--- config.mk ---
export PLATFORM = sky130hd
export DESIGN_NAME = kyo_anim_ctrl_flat
export DESIGN_NICKNAME = d
export VERILOG_FILES = /design/src/rtl/kyo_sprite_pkg.sv /design/src/rtl/kyo_anim_ctrl_if.sv /design/src/rtl/kyo_sprite_addr_gen.sv /design/src/rtl/kyo_anim_ctrl.sv /design/src/flat_wrapper.sv
export SDC_FILE = /design/constraint.sdc
export NUM_CORES = 1
export LEC_CHECK = 0
export ABC_AREA = 1
export CELL_PAD_IN_SITES_DETAIL_PLACEMENT = 0
export CELL_PAD_IN_SITES_GLOBAL_PLACEMENT = 1
export CORE_ASPECT_RATIO = 0.9
export CORE_MARGIN = 2
export CORE_UTILIZATION = 43
export DETAILED_ROUTE_END_ITERATION = 10
export PLACE_DENSITY_LB_ADDON = 0.1
export SYNTH_ARGS = -nofsm -noshare
export SYNTH_HDL_FRONTEND = slang
export SYNTH_HIERARCHICAL = 1
export SYNTH_SLANG_ARGS = --single-unit
--- constraint.sdc ---
create_clock -name vga_clk -period 5.5 [get_ports vga_clk]
set_clock_uncertainty 0.2 [all_clocks]
set_input_delay 1.1 -clock vga_clk [delete_from_list [all_inputs] [get_ports vga_clk]]
set_output_delay 1.1 -clock vga_clk [all_outputs]
set_load 0.02 [all_outputs]
--- src/rtl/kyo_sprite_pkg.sv ---
// Shared sprite geometry, address width and sequencer state type for the Kyo
// sprite datapath.
package kyo_sprite_pkg;

    localparam int SPRITE_W    = 64;
    localparam int SPRITE_H    = 96;
    localparam int FRAME_WORDS = SPRITE_W * SPRITE_H;
    localparam int ADDR_W      = 17;

    typedef enum logic {
        IDLE = 1'b0,
        KICK = 1'b1
    } anim_state_t;

    // Width of a counter that must reach n-1. It never collapses to zero bits.
    function automatic int cnt_width(input int n);
        return (n > 1) ? $clog2(n) : 1;
    endfunction

endpackage

--- src/rtl/kyo_anim_ctrl_if.sv ---
// Game-logic / VGA side bundle for the Kyo animation controller.
// The master side drives requests, position and draw coordinates. The slave side returns ROM addressing.
interface kyo_anim_ctrl_if #(
    parameter int ADDR_W = kyo_sprite_pkg::ADDR_W
);

    logic              frame_start;
    logic              kick_req;
    logic              kick_ack;
    logic              busy;
    logic [9:0]        pos_x;
    logic [9:0]        pos_y;
    logic              facing_left;
    logic [9:0]        draw_x;
    logic [9:0]        draw_y;
    logic [ADDR_W-1:0] rom_address;
    logic              sprite_on;
    logic [2:0]        frame_idx;

    modport master (
        output frame_start, kick_req, pos_x, pos_y, facing_left, draw_x, draw_y,
        input  kick_ack, busy, rom_address, sprite_on, frame_idx
    );

    modport slave (
        input  frame_start, kick_req, pos_x, pos_y, facing_left, draw_x, draw_y,
        output kick_ack, busy, rom_address, sprite_on, frame_idx
    );

endinterface

--- src/rtl/kyo_sprite_addr_gen.sv ---
// Per-pixel sprite window test, horizontal mirroring and the registered ROM
// address / sprite_on stage, one cycle behind draw_x/draw_y.
module kyo_sprite_addr_gen #(
    parameter int SPRITE_W = kyo_sprite_pkg::SPRITE_W,
    parameter int SPRITE_H = kyo_sprite_pkg::SPRITE_H,
    parameter int ADDR_W   = kyo_sprite_pkg::ADDR_W
) (
    input  logic              vga_clk,
    input  logic              reset_n,
    input  logic [2:0]        disp_frame,
    input  logic [9:0]        lat_x,
    input  logic [9:0]        lat_y,
    input  logic              lat_face,
    input  logic [9:0]        draw_x,
    input  logic [9:0]        draw_y,
    output logic [ADDR_W-1:0] rom_address,
    output logic              sprite_on
);

    localparam int FRAME_WORDS = SPRITE_W * SPRITE_H;

    logic signed [10:0] dx;
    logic signed [10:0] dy;
    logic               in_x;
    logic               in_y;
    logic               in_win;
    logic [ADDR_W-1:0]  dx_ext;
    logic [ADDR_W-1:0]  dy_ext;
    logic [ADDR_W-1:0]  col;
    logic [ADDR_W-1:0]  frame_base;
    logic [ADDR_W-1:0]  row_base;
    logic [ADDR_W-1:0]  next_addr;

    // A pixel left of or above the sprite gives a negative offset. The sign bit rejects it before the magnitude compare.
    assign dx = $signed({1'b0, draw_x}) - $signed({1'b0, lat_x});
    assign dy = $signed({1'b0, draw_y}) - $signed({1'b0, lat_y});

    assign dx_ext = ADDR_W'(dx[9:0]);
    assign dy_ext = ADDR_W'(dy[9:0]);

    assign in_x   = !dx[10] && (dx_ext < ADDR_W'(SPRITE_W));
    assign in_y   = !dy[10] && (dy_ext < ADDR_W'(SPRITE_H));
    assign in_win = in_x && in_y;

    assign col        = lat_face ? (ADDR_W'(SPRITE_W - 1) - dx_ext) : dx_ext;
    assign frame_base = ADDR_W'(disp_frame) * ADDR_W'(FRAME_WORDS);
    assign row_base   = dy_ext * ADDR_W'(SPRITE_W);
    assign next_addr  = frame_base + row_base + col;

    always_ff @(posedge vga_clk or negedge reset_n) begin
        if (!reset_n) begin
            rom_address <= '0;
            sprite_on   <= 1'b0;
        end else if (in_win) begin
            rom_address <= next_addr;
            sprite_on   <= 1'b1;
        end else begin
            rom_address <= '0;
            sprite_on   <= 1'b0;
        end
    end

endmodule

--- src/rtl/kyo_anim_ctrl.sv ---
// Kyo animation sequencer: holds the stand pose, plays the kick frames on request,
// and latches frame/position on frame_start so the sprite never tears mid-frame.
module kyo_anim_ctrl #(
    parameter int SPRITE_W        = kyo_sprite_pkg::SPRITE_W,
    parameter int SPRITE_H        = kyo_sprite_pkg::SPRITE_H,
    parameter int NUM_FRAMES      = 4,
    parameter int TICKS_PER_FRAME = 6,
    parameter int ADDR_W          = kyo_sprite_pkg::ADDR_W
) (
    input  logic             vga_clk,
    input  logic             reset_n,
    kyo_anim_ctrl_if.slave   bus
);

    import kyo_sprite_pkg::*;

    localparam int                TICK_W     = cnt_width(TICKS_PER_FRAME);
    localparam logic [TICK_W-1:0] LAST_TICK  = TICK_W'(TICKS_PER_FRAME - 1);
    localparam logic [2:0]        LAST_FRAME = 3'(NUM_FRAMES - 1);

    anim_state_t       state;
    logic [TICK_W-1:0] tick;
    logic [2:0]        frame_idx;
    logic              kick_ack;
    logic              busy;

    logic [2:0]        disp_frame;
    logic [9:0]        lat_x;
    logic [9:0]        lat_y;
    logic              lat_face;

    // NOTE: all sequential state uses non-blocking assignments, so each branch sees the pre-edge values of tick and frame_idx.
    always_ff @(posedge vga_clk or negedge reset_n) begin
        if (!reset_n) begin
            state     <= IDLE;
            tick      <= '0;
            frame_idx <= '0;
            kick_ack  <= 1'b0;
            busy      <= 1'b0;
        end else begin
            kick_ack <= 1'b0;
            case (state)
                IDLE: begin
                    if (bus.kick_req) begin
                        state     <= KICK;
                        kick_ack  <= 1'b1;
                        busy      <= 1'b1;
                        frame_idx <= 3'd1;
                        tick      <= '0;
                    end
                end
                KICK: begin
                    if (bus.frame_start) begin
                        if (tick == LAST_TICK) begin
                            tick <= '0;
                            if (frame_idx == LAST_FRAME) begin
                                state     <= IDLE;
                                frame_idx <= '0;
                                busy      <= 1'b0;
                            end else begin
                                frame_idx <= frame_idx + 3'd1;
                            end
                        end else begin
                            tick <= tick + TICK_W'(1);
                        end
                    end
                end
            endcase
        end
    end

    // Display-side copies move only at vertical blank. They take the sequencer frame as it stood before this edge.
    always_ff @(posedge vga_clk or negedge reset_n) begin
        if (!reset_n) begin
            disp_frame <= '0;
            lat_x      <= '0;
            lat_y      <= '0;
            lat_face   <= 1'b0;
        end else if (bus.frame_start) begin
            disp_frame <= frame_idx;
            lat_x      <= bus.pos_x;
            lat_y      <= bus.pos_y;
            lat_face   <= bus.facing_left;
        end
    end

    kyo_sprite_addr_gen #(
        .SPRITE_W (SPRITE_W),
        .SPRITE_H (SPRITE_H),
        .ADDR_W   (ADDR_W)
    ) u_addr_gen (
        .vga_clk     (vga_clk),
        .reset_n     (reset_n),
        .disp_frame  (disp_frame),
        .lat_x       (lat_x),
        .lat_y       (lat_y),
        .lat_face    (lat_face),
        .draw_x      (bus.draw_x),
        .draw_y      (bus.draw_y),
        .rom_address (bus.rom_address),
        .sprite_on   (bus.sprite_on)
    );

    assign bus.kick_ack  = kick_ack;
    assign bus.busy      = busy;
    assign bus.frame_idx = frame_idx;

endmodule

--- src/flat_wrapper.sv ---
// flat-port wrapper written by rule: the top's interface ports become plain ports
module kyo_anim_ctrl_flat import kyo_sprite_pkg::*;
#(
    parameter int SPRITE_W        = kyo_sprite_pkg::SPRITE_W,
    parameter int SPRITE_H        = kyo_sprite_pkg::SPRITE_H,
    parameter int NUM_FRAMES      = 4,
    parameter int TICKS_PER_FRAME = 6,
    parameter int ADDR_W          = kyo_sprite_pkg::ADDR_W
)
  (vga_clk, reset_n, bus_frame_start, bus_kick_req, bus_pos_x, bus_pos_y, bus_facing_left, bus_draw_x, bus_draw_y, bus_kick_ack, bus_busy, bus_rom_address, bus_sprite_on, bus_frame_idx);
  kyo_anim_ctrl_if #(.ADDR_W(ADDR_W)) bus_i ();
  input  logic vga_clk;
  input  logic reset_n;
  input wire logic [$bits(bus_i.frame_start)-1:0] bus_frame_start;
  input wire logic [$bits(bus_i.kick_req)-1:0] bus_kick_req;
  input wire logic [$bits(bus_i.pos_x)-1:0] bus_pos_x;
  input wire logic [$bits(bus_i.pos_y)-1:0] bus_pos_y;
  input wire logic [$bits(bus_i.facing_left)-1:0] bus_facing_left;
  input wire logic [$bits(bus_i.draw_x)-1:0] bus_draw_x;
  input wire logic [$bits(bus_i.draw_y)-1:0] bus_draw_y;
  output wire logic [$bits(bus_i.kick_ack)-1:0] bus_kick_ack;
  output wire logic [$bits(bus_i.busy)-1:0] bus_busy;
  output wire logic [$bits(bus_i.rom_address)-1:0] bus_rom_address;
  output wire logic [$bits(bus_i.sprite_on)-1:0] bus_sprite_on;
  output wire logic [$bits(bus_i.frame_idx)-1:0] bus_frame_idx;
  assign bus_i.frame_start = bus_frame_start;
  assign bus_i.kick_req = bus_kick_req;
  assign bus_i.pos_x = bus_pos_x;
  assign bus_i.pos_y = bus_pos_y;
  assign bus_i.facing_left = bus_facing_left;
  assign bus_i.draw_x = bus_draw_x;
  assign bus_i.draw_y = bus_draw_y;
  assign bus_kick_ack = bus_i.kick_ack;
  assign bus_busy = bus_i.busy;
  assign bus_rom_address = bus_i.rom_address;
  assign bus_sprite_on = bus_i.sprite_on;
  assign bus_frame_idx = bus_i.frame_idx;
  kyo_anim_ctrl #(.SPRITE_W(SPRITE_W), .SPRITE_H(SPRITE_H), .NUM_FRAMES(NUM_FRAMES), .TICKS_PER_FRAME(TICKS_PER_FRAME), .ADDR_W(ADDR_W)) u_core (.vga_clk(vga_clk), .reset_n(reset_n), .bus(bus_i));
endmodule
==> results.md, run 1 <==
- Run status: complete, no violations
- Commonest non-fill, non-tap cell in the layout: nand2_1
- H-tree depth: 2
- Die Wd: 104 um
- Worst Tran Pin Value: 0.660 ns
- Dpl hpwl: 6.28 mm
- Syn_area_per_cell: 8.12 um^2
- CTS Hold Bufs: 0
- CTS tree: yes
- Multi-input gate area: 2220 um^2
- Port Buf Inserts: 67
- Maximum clock path buffer count: 2
- Total GRT Usage: 0.176
- Setup crit start kind: primary input
- Initial core utilization: 0.446
- Layout area overhead: 22.9%
- Crit path max-delay family: adder cells
- ANT nets after route: 0
- Total die area: 9700 um^2
- F_max: 0.198 GHz
- Buffers plus inverters on the worst setup path: 4
- # IOs: 68
- Yosys reg bits: 51
- Routed wire length: 8.01 mm
- Most used cell, CP: ha_1
- Vias per cell: 4.78
- Slowest-stage cell, CP: fa_1
- Initial antenna violation count: 0
- WP data required: 5.51 ns
- Routed len/inst: 12.1 um
- Share of cells above drive strength 1: 0.101
- Total gr overflow: 0
- FILL cells: 864
- Setup-failing EPs final: 0
- DRC: 0
- GP Congestion: 0.852
- Library cells used by synthesis: 34
- Min Clock Period, post-route: 5.06 ns
- Finished Layout Cells: 664
- Maxcap violations: 0
- Seq/Total Area, Yosys: 0.332
- Post-CTS setup buffers: 0
- RSZ-0062 raised after global routing: no
- Setup tns final: 0 ns
- Crit end category: register
- Synthesis warning total: 6
- Core area: 8610 um^2
- Worst Setup Path Type: in -> reg
- Clk_lat worst skew: 0.32 ns
- Floorplan row count: 32
- Syn Nets: 565
- Final period utilization: 0.919
- Slew margin rel.: 0.560
- Global-route wire length before repair: 14.0 mm
- Max FO, Critical Path: 9
- Total CTS buffers: 5
- Post_cts resized: 0
- Largest net degree at the start of global routing: 52
- Via count of the first global-routing pass: 3172
- Design Area, Final: 4720 um^2
- Leak pwr: 2.48 nW
- CP cell instances: clkdlybuf4s50_1 -> inv_1 -> ha_1 -> inv_1 -> fa_1 -> a21oi_1 -> xor2_1 -> ha_1 -> nand3_2 -> nand2_2 -> xor2_1 -> inv_1 -> ha_1 -> a31o_2 -> ha_1 -> nand2_1 -> o21a_1 -> nand2_1 -> a21oi_1 -> o21bai_1 -> nand3_1 -> nand2_1 -> nor2_1
- ANT cells: 0
- Final hold violation count: 0
- Mapped Cells: 473
- Placed Area: 4620 um^2
- Via Count: 3175
- First DRT Iteration DRCs: 82
- Power Dens Cells: 361 nW/um^2
- Worst vdd ir: 0.000159 V
- Synth Cell Area: 3840 um^2
- Root buffer cell: clkbuf_8
- # clock sinks: 51
- Crit path DAT: 5.06 ns
- Final Max Slew Viols: 0
- Hold Path Class: reg -> reg
- Most frequent cells in the layout: 106 x nand2_1, 75 x inv_1, 66 x clkdlybuf4s50_1
- Die height: 93.7 um
- Largest stage delay, worst path: 0.44 ns
- Inst Count DP: 656
- DR pass1 iterations: 4
- CTS clk-pin slew, worst paths: 0.11 ns
- Register Area: 1280 um^2
- Final net count: 636
[final cells by class]
cell class,count,share of cell area
Multi-Input combinational cell,339,0.471
Sequential cell,51,0.270
Inverter,78,0.0621
Tap cell,119,0.0316
Clock inverter,3,0.00610
Clock buffer,5,0.0146
Timing Repair Buffer,69,0.144
[stage by stage]
step                hold WS, ns  power [mW]  setup WS, ns  utilization
global route              0.342        1.90         0.158        0.548
detailed placement        0.274        1.47         0.154        0.537
CTS                       0.308        1.73         0.470        0.548
global placement          0.257        1.46         0.284        0.537
finish                    0.303        1.70         0.443        0.548
floorplan                 0.281        1.23         0.954            -
[worst reg2reg max path, cell delays in order, from the launching register on]
cell and delay (ns):
dfrtp_1 0.36, inv_1 0.05, ha_1 0.35, a21oi_1 0.20, o21ai_0 0.14, a21oi_1 0.17, xor2_1 0.25, ha_1 0.25
nand3_2 0.13, nand2_2 0.20, xor2_1 0.19, inv_1 0.06, ha_1 0.18, a31o_2 0.22, ha_1 0.36, nand2_1 0.09
o21a_1 0.18, nand2_1 0.10, a21oi_1 0.07, o21bai_1 0.18, nand3_1 0.10, nand2_1 0.06, nor2_1 0.04
[per-layer routing]
layer | up-vias | wire length, um | GRT usage | part of all wire
met1 | 1463 | 3900 | 0.225 | 0.49
met4 | 0 | 87 | 0.0450 | 0.011
met3 | 9 | 283 | 0.0284 | 0.035
met2 | 52 | 3740 | 0.313 | 0.47
li1 | 1651 | - | - | -
met5 | - | 0 | 0 | 0
[power breakdown]
part,internal [mW],total [mW],switching (mW)
Sequential,0.416,0.462,0.0466
Clock,0.0948,0.242,0.147
Combinational,0.436,0.998,0.562
Total,0.947,1.70,0.756
[kinds of logic (layout without fill, tap and decap cells)]
kind of cell,count (synthesis),after routing,synth area share
adder cells (fa/ha/maj),47,47,0.163
AO/OA/AOI/OAI,40,40,0.0609
XOR/XNOR,22,22,0.0521
multiplexers,23,23,0.0674
flip-flops,51,51,0.332
AND/OR/NAND/NOR,207,207,0.235
buffers and inverters,83,155,0.0890
[worst paths after layout]
| path | from | endpoint | slack (ns) | cells past startpoint |
|---|---|---|---|---|
| min in group asynchronous | reset_n | u_core/lat_y[8] | 0.68 | 2 |
| worst max-delay path | bus_draw_x[0] | u_core/u_addr_gen/rom_address[16] | 0.44 | 23 |
| worst max register to register | u_core/lat_x[3] | u_core/u_addr_gen/rom_address[16] | 1.27 | 22 |
| max in group asynchronous | reset_n | u_core/u_addr_gen/rom_address[6] | 3.97 | 2 |
| worst min-delay path | u_core/bus.busy | u_core/bus.busy | 0.30 | 2 |
| worst min register to register | u_core/bus.busy | u_core/bus.busy | 0.30 | 2 |
[synthesized netlist by cell type]
master      n  area share
a21oi_1    20       0.026
nor2_1     38       0.037
mux2_2     23       0.067
clkbuf_1    1     0.00098
buf_6       4       0.012
nor3_1      5      0.0065
nor2_2      3      0.0049
nand3_1    33       0.043
ha_1       42        0.14
xor2_2      1      0.0042
nand3b_1    3      0.0059
inv_2       3      0.0029
nand2_1   106        0.10
a31o_2      1      0.0023
or2_1       1      0.0016
nand2_2     6      0.0098
inv_1      75       0.073
o21bai_1    4      0.0078
a21o_1      1      0.0020
o211ai_1    1      0.0020
dfrtp_1    51        0.33
nand4_1     7       0.011
nand3_2     2      0.0052
fa_1        5       0.026
o21a_1      1      0.0020
o21ai_0     6      0.0078
a21boi_0    1      0.0020
xnor2_1     7       0.016
a21oi_2     2      0.0046
o21ai_1     1      0.0013
xor2_1     14       0.032
nand2_4     1      0.0029
or2_2       2      0.0033
a31oi_1     2      0.0033
[state kept, by name, summed over array words and instances, names as in the netlist]
signal	flops
u_core/bus.busy	1
u_core/bus.frame_idx	3
u_core/bus.kick_ack	1
u_core/disp_frame	3
u_core/lat_face	1
u_core/lat_x	10
u_core/lat_y	10
u_core/state	1
u_core/tick	3
u_core/u_addr_gen/rom_address	17
u_core/u_addr_gen/sprite_on	1
No activity file was read; power rests on OpenSTA's default activity.
==> inputs of run 2 (changes only) <==
RECOVER_POWER = 25   (was not set)
==> run 2 against run 1 <==
The flow now finishes with violations (max-capacitance violations, max-slew violations). Combinational power barely moved. Largest power group unchanged. Sequential share of layout area barely moved. Highest routed layer unchanged. Core utilization barely moved. Critical path depth did not move. Non-clock buffer count is the same. Worst hold slack stayed put. Total power about the same. Clock power about the same. Count of clock-buffer cells in the layout is the same. Register-to-register slack barely moved. Maximum frequency did not move. Critical endpoint unchanged. Sequential power hardly changed. Critical path type unchanged.
==> results.md, run 2 (same netlist as run 1, synthesis figures left out) <==
- H-tree depth: 2 (unchanged)
- Most frequent cells in the layout: 106 x nand2_1, 75 x inv_1, 66 x clkdlybuf4s50_1
- Share of cells above drive strength 1: 0.0991 (-0.00183)
- Maxcap violations: 1 (+1)
- Via Count: 3175 (unchanged)
- Worst R2R Setup Slack: 1.27 ns (about the same)
- Die Wd: 104 um (unchanged)
- # clock sinks: 51 (unchanged)
- Highest metal used: met4
- Leak pwr: 2.47 nW (-0.15%)
- Post_cts resized: 0 (unchanged)
- Total gr overflow: 0 (unchanged)
- Routed len/inst: 12.1 um (about the same)
- First DRT Iteration DRCs: 82 (unchanged)
- Power Dens Cells: 361 nW/um^2 (about the same)
- Vias per cell: 4.78 (unchanged)
- Clk_lat worst skew: 0.32 ns (about the same)
- FF-to-FF End: u_core/u_addr_gen/rom_address[16]
- Most flop-heavy register: u_core/u_addr_gen/rom_address
- Root buffer cell: clkbuf_8
- Layout area overhead: 22.8% (about the same)
- Reg2reg path depth: 22 (unchanged)
- Floorplan row count: 32 (unchanged)
- Met3 WL post-DR: 283 um (unchanged)
- Final hold violation count: 0 (unchanged)
- Worst Setup Path Type: in -> reg
- Max FO, Critical Path: 9 (unchanged)
- Crit end category: register
- # IOs: 68 (unchanged)
- Hold path start: u_core/bus.busy
- Global-route wire length before repair: 14.0 mm (unchanged)
- CTS tree: yes
- Failing checks: max-capacitance violations, max-slew violations
- Setup crit start kind: primary input
- ANT nets after route: 0 (unchanged)
- Final Max Slew Viols: 52 (+52)
- F_max: 0.198 GHz (unchanged)
- Total GRT Usage: 0.176 (unchanged)
- CTS Hold Bufs: 0 (unchanged)
- Worst Hold End: u_core/bus.busy
- ANT cells: 0 (unchanged)
- Post-CTS setup buffers: 0 (unchanged)
- RSZ-0062 raised after global routing: no
- WP data required: 5.51 ns (about the same)
- Final net count: 636 (unchanged)
- Port Buf Inserts: 67 (unchanged)
- Min Clock Period, post-route: 5.06 ns (unchanged)
- Run status: finished with violations
- WHS Path Cells: 2 (unchanged)
- Setup-failing EPs final: 0 (unchanged)
- Total die area: 9700 um^2 (unchanged)
- Slew margin rel.: -0.852 (-1.41)
- Final period utilization: 0.919 (unchanged)
- Dpl hpwl: 6.28 mm (unchanged)
- DR pass1 iterations: 4 (unchanged)
- Reg2reg start: u_core/lat_x[3]
- Maximum clock path buffer count: 2 (unchanged)
- Commonest non-fill, non-tap cell in the layout: nand2_1
- Total CTS buffers: 5 (unchanged)
- Worst Tran Pin Value: 2.78 ns (+2.12 ns)
- Via count of the first global-routing pass: 3172 (unchanged)
- Crit path DAT: 5.06 ns (about the same)
- Initial antenna violation count: 0 (unchanged)
- Die height: 93.7 um (unchanged)
- Hold Path Class: reg -> reg
- Initial core utilization: 0.446 (unchanged)
- DRC: 0 (unchanged)
- Util after Layout: 0.548 (about the same)
- Crit path from: bus_draw_x[0]
- Worst vdd ir: 0.000159 V (unchanged)
- CTS clk-pin slew, worst paths: 0.11 ns (about the same)
- Setup tns final: 0 ns (unchanged)
- Regs by FF count: u_core/u_addr_gen/rom_address (17), u_core/lat_x (10), u_core/lat_y (10)
- GP Congestion: 0.852 (unchanged)
- Max reg flops: 17 (unchanged)
- Largest net degree at the start of global routing: 52 (unchanged)
- Metal2 WL: 3.73 mm (about the same)
- Wire length on met1: 3.90 mm (about the same)
- Core area: 8610 um^2 (unchanged)
- Routed wire length: 8.01 mm (about the same)
-- run 2: changes by cell type in the layout (fill, tap and decap cells not counted) --
cell / change
clkbuf_1: +1
buf_4: -1
-- run 2: worst max-delay path by stage --
stage,endpoint,slack (ns)
5_1_grt,u_core/u_addr_gen/rom_address[16],0.16
4_1_cts,u_core/u_addr_gen/rom_address[16],0.47
3_5_place_dp,u_core/u_addr_gen/rom_address[16],0.15
2_1_floorplan,u_core/u_addr_gen/rom_address[16],0.95
3_3_place_gp,u_core/u_addr_gen/rom_address[16],0.28
6_report,u_core/u_addr_gen/rom_address[16],0.44
-- run 2: routing by layer --
layer,up-vias,global-route usage
li1,1651,-
met1,1463,0.225
met2,52,0.313
met3,9,0.0284
met4,0,0.0450
met5,-,0
-- run 2: through the flow --
stage	power, mW	area (um^2)	hold slack (ns)	worst slack (ns)	instances
global placement	1.46	4620	0.257	0.284	656
detailed placement	1.47	4620	0.274	0.154	656
CTS	1.73	4720	0.308	0.470	664
finish	1.70	4710	0.303	0.443	664
floorplan	1.23	3840	0.281	0.954	473
global route	1.90	4710	0.342	0.158	664
-- run 2: area by class of cell --
type	count	area, um^2
Sequential cell	51	1280
Multi-Input combinational cell	339	2220
Inverter	78	293
Fill cell	866	3890
Clock buffer	5	68.8
Timing Repair Buffer	69	677
Tap cell	119	149
Clock inverter	3	28.8
-- run 2: report_power, final --
| group | leakage [nW] | internal [mW] | switching, mW |
|---|---|---|---|
| logic | 1.78 | 0.436 | 0.562 |
| registers | 0.640 | 0.416 | 0.0466 |
| clock network | 0.0502 | 0.0948 | 0.147 |
-- run 2: critical path: stages --
cell             delay [ns]
clkdlybuf4s50_1        0.40
inv_1                  0.06
ha_1                   0.15
inv_1                  0.07
fa_1                   0.44
a21oi_1                0.19
xor2_1                 0.25
ha_1                   0.25
nand3_2                0.13
nand2_2                0.20
xor2_1                 0.19
inv_1                  0.06
ha_1                   0.18
a31o_2                 0.21
ha_1                   0.36
nand2_1                0.09
o21a_1                 0.18
nand2_1                0.10
a21oi_1                0.07
o21bai_1               0.18
nand3_1                0.10
nand2_1                0.06
nor2_1                 0.04
==> inputs of run 3 (changes only) <==
CAP_MARGIN = 20   (was not set)
CTS_CLUSTER_DIAMETER = 60   (was not set)
==> results of run 3 <==
The final DEF is identical to that of run 2; final timing and power are the same.
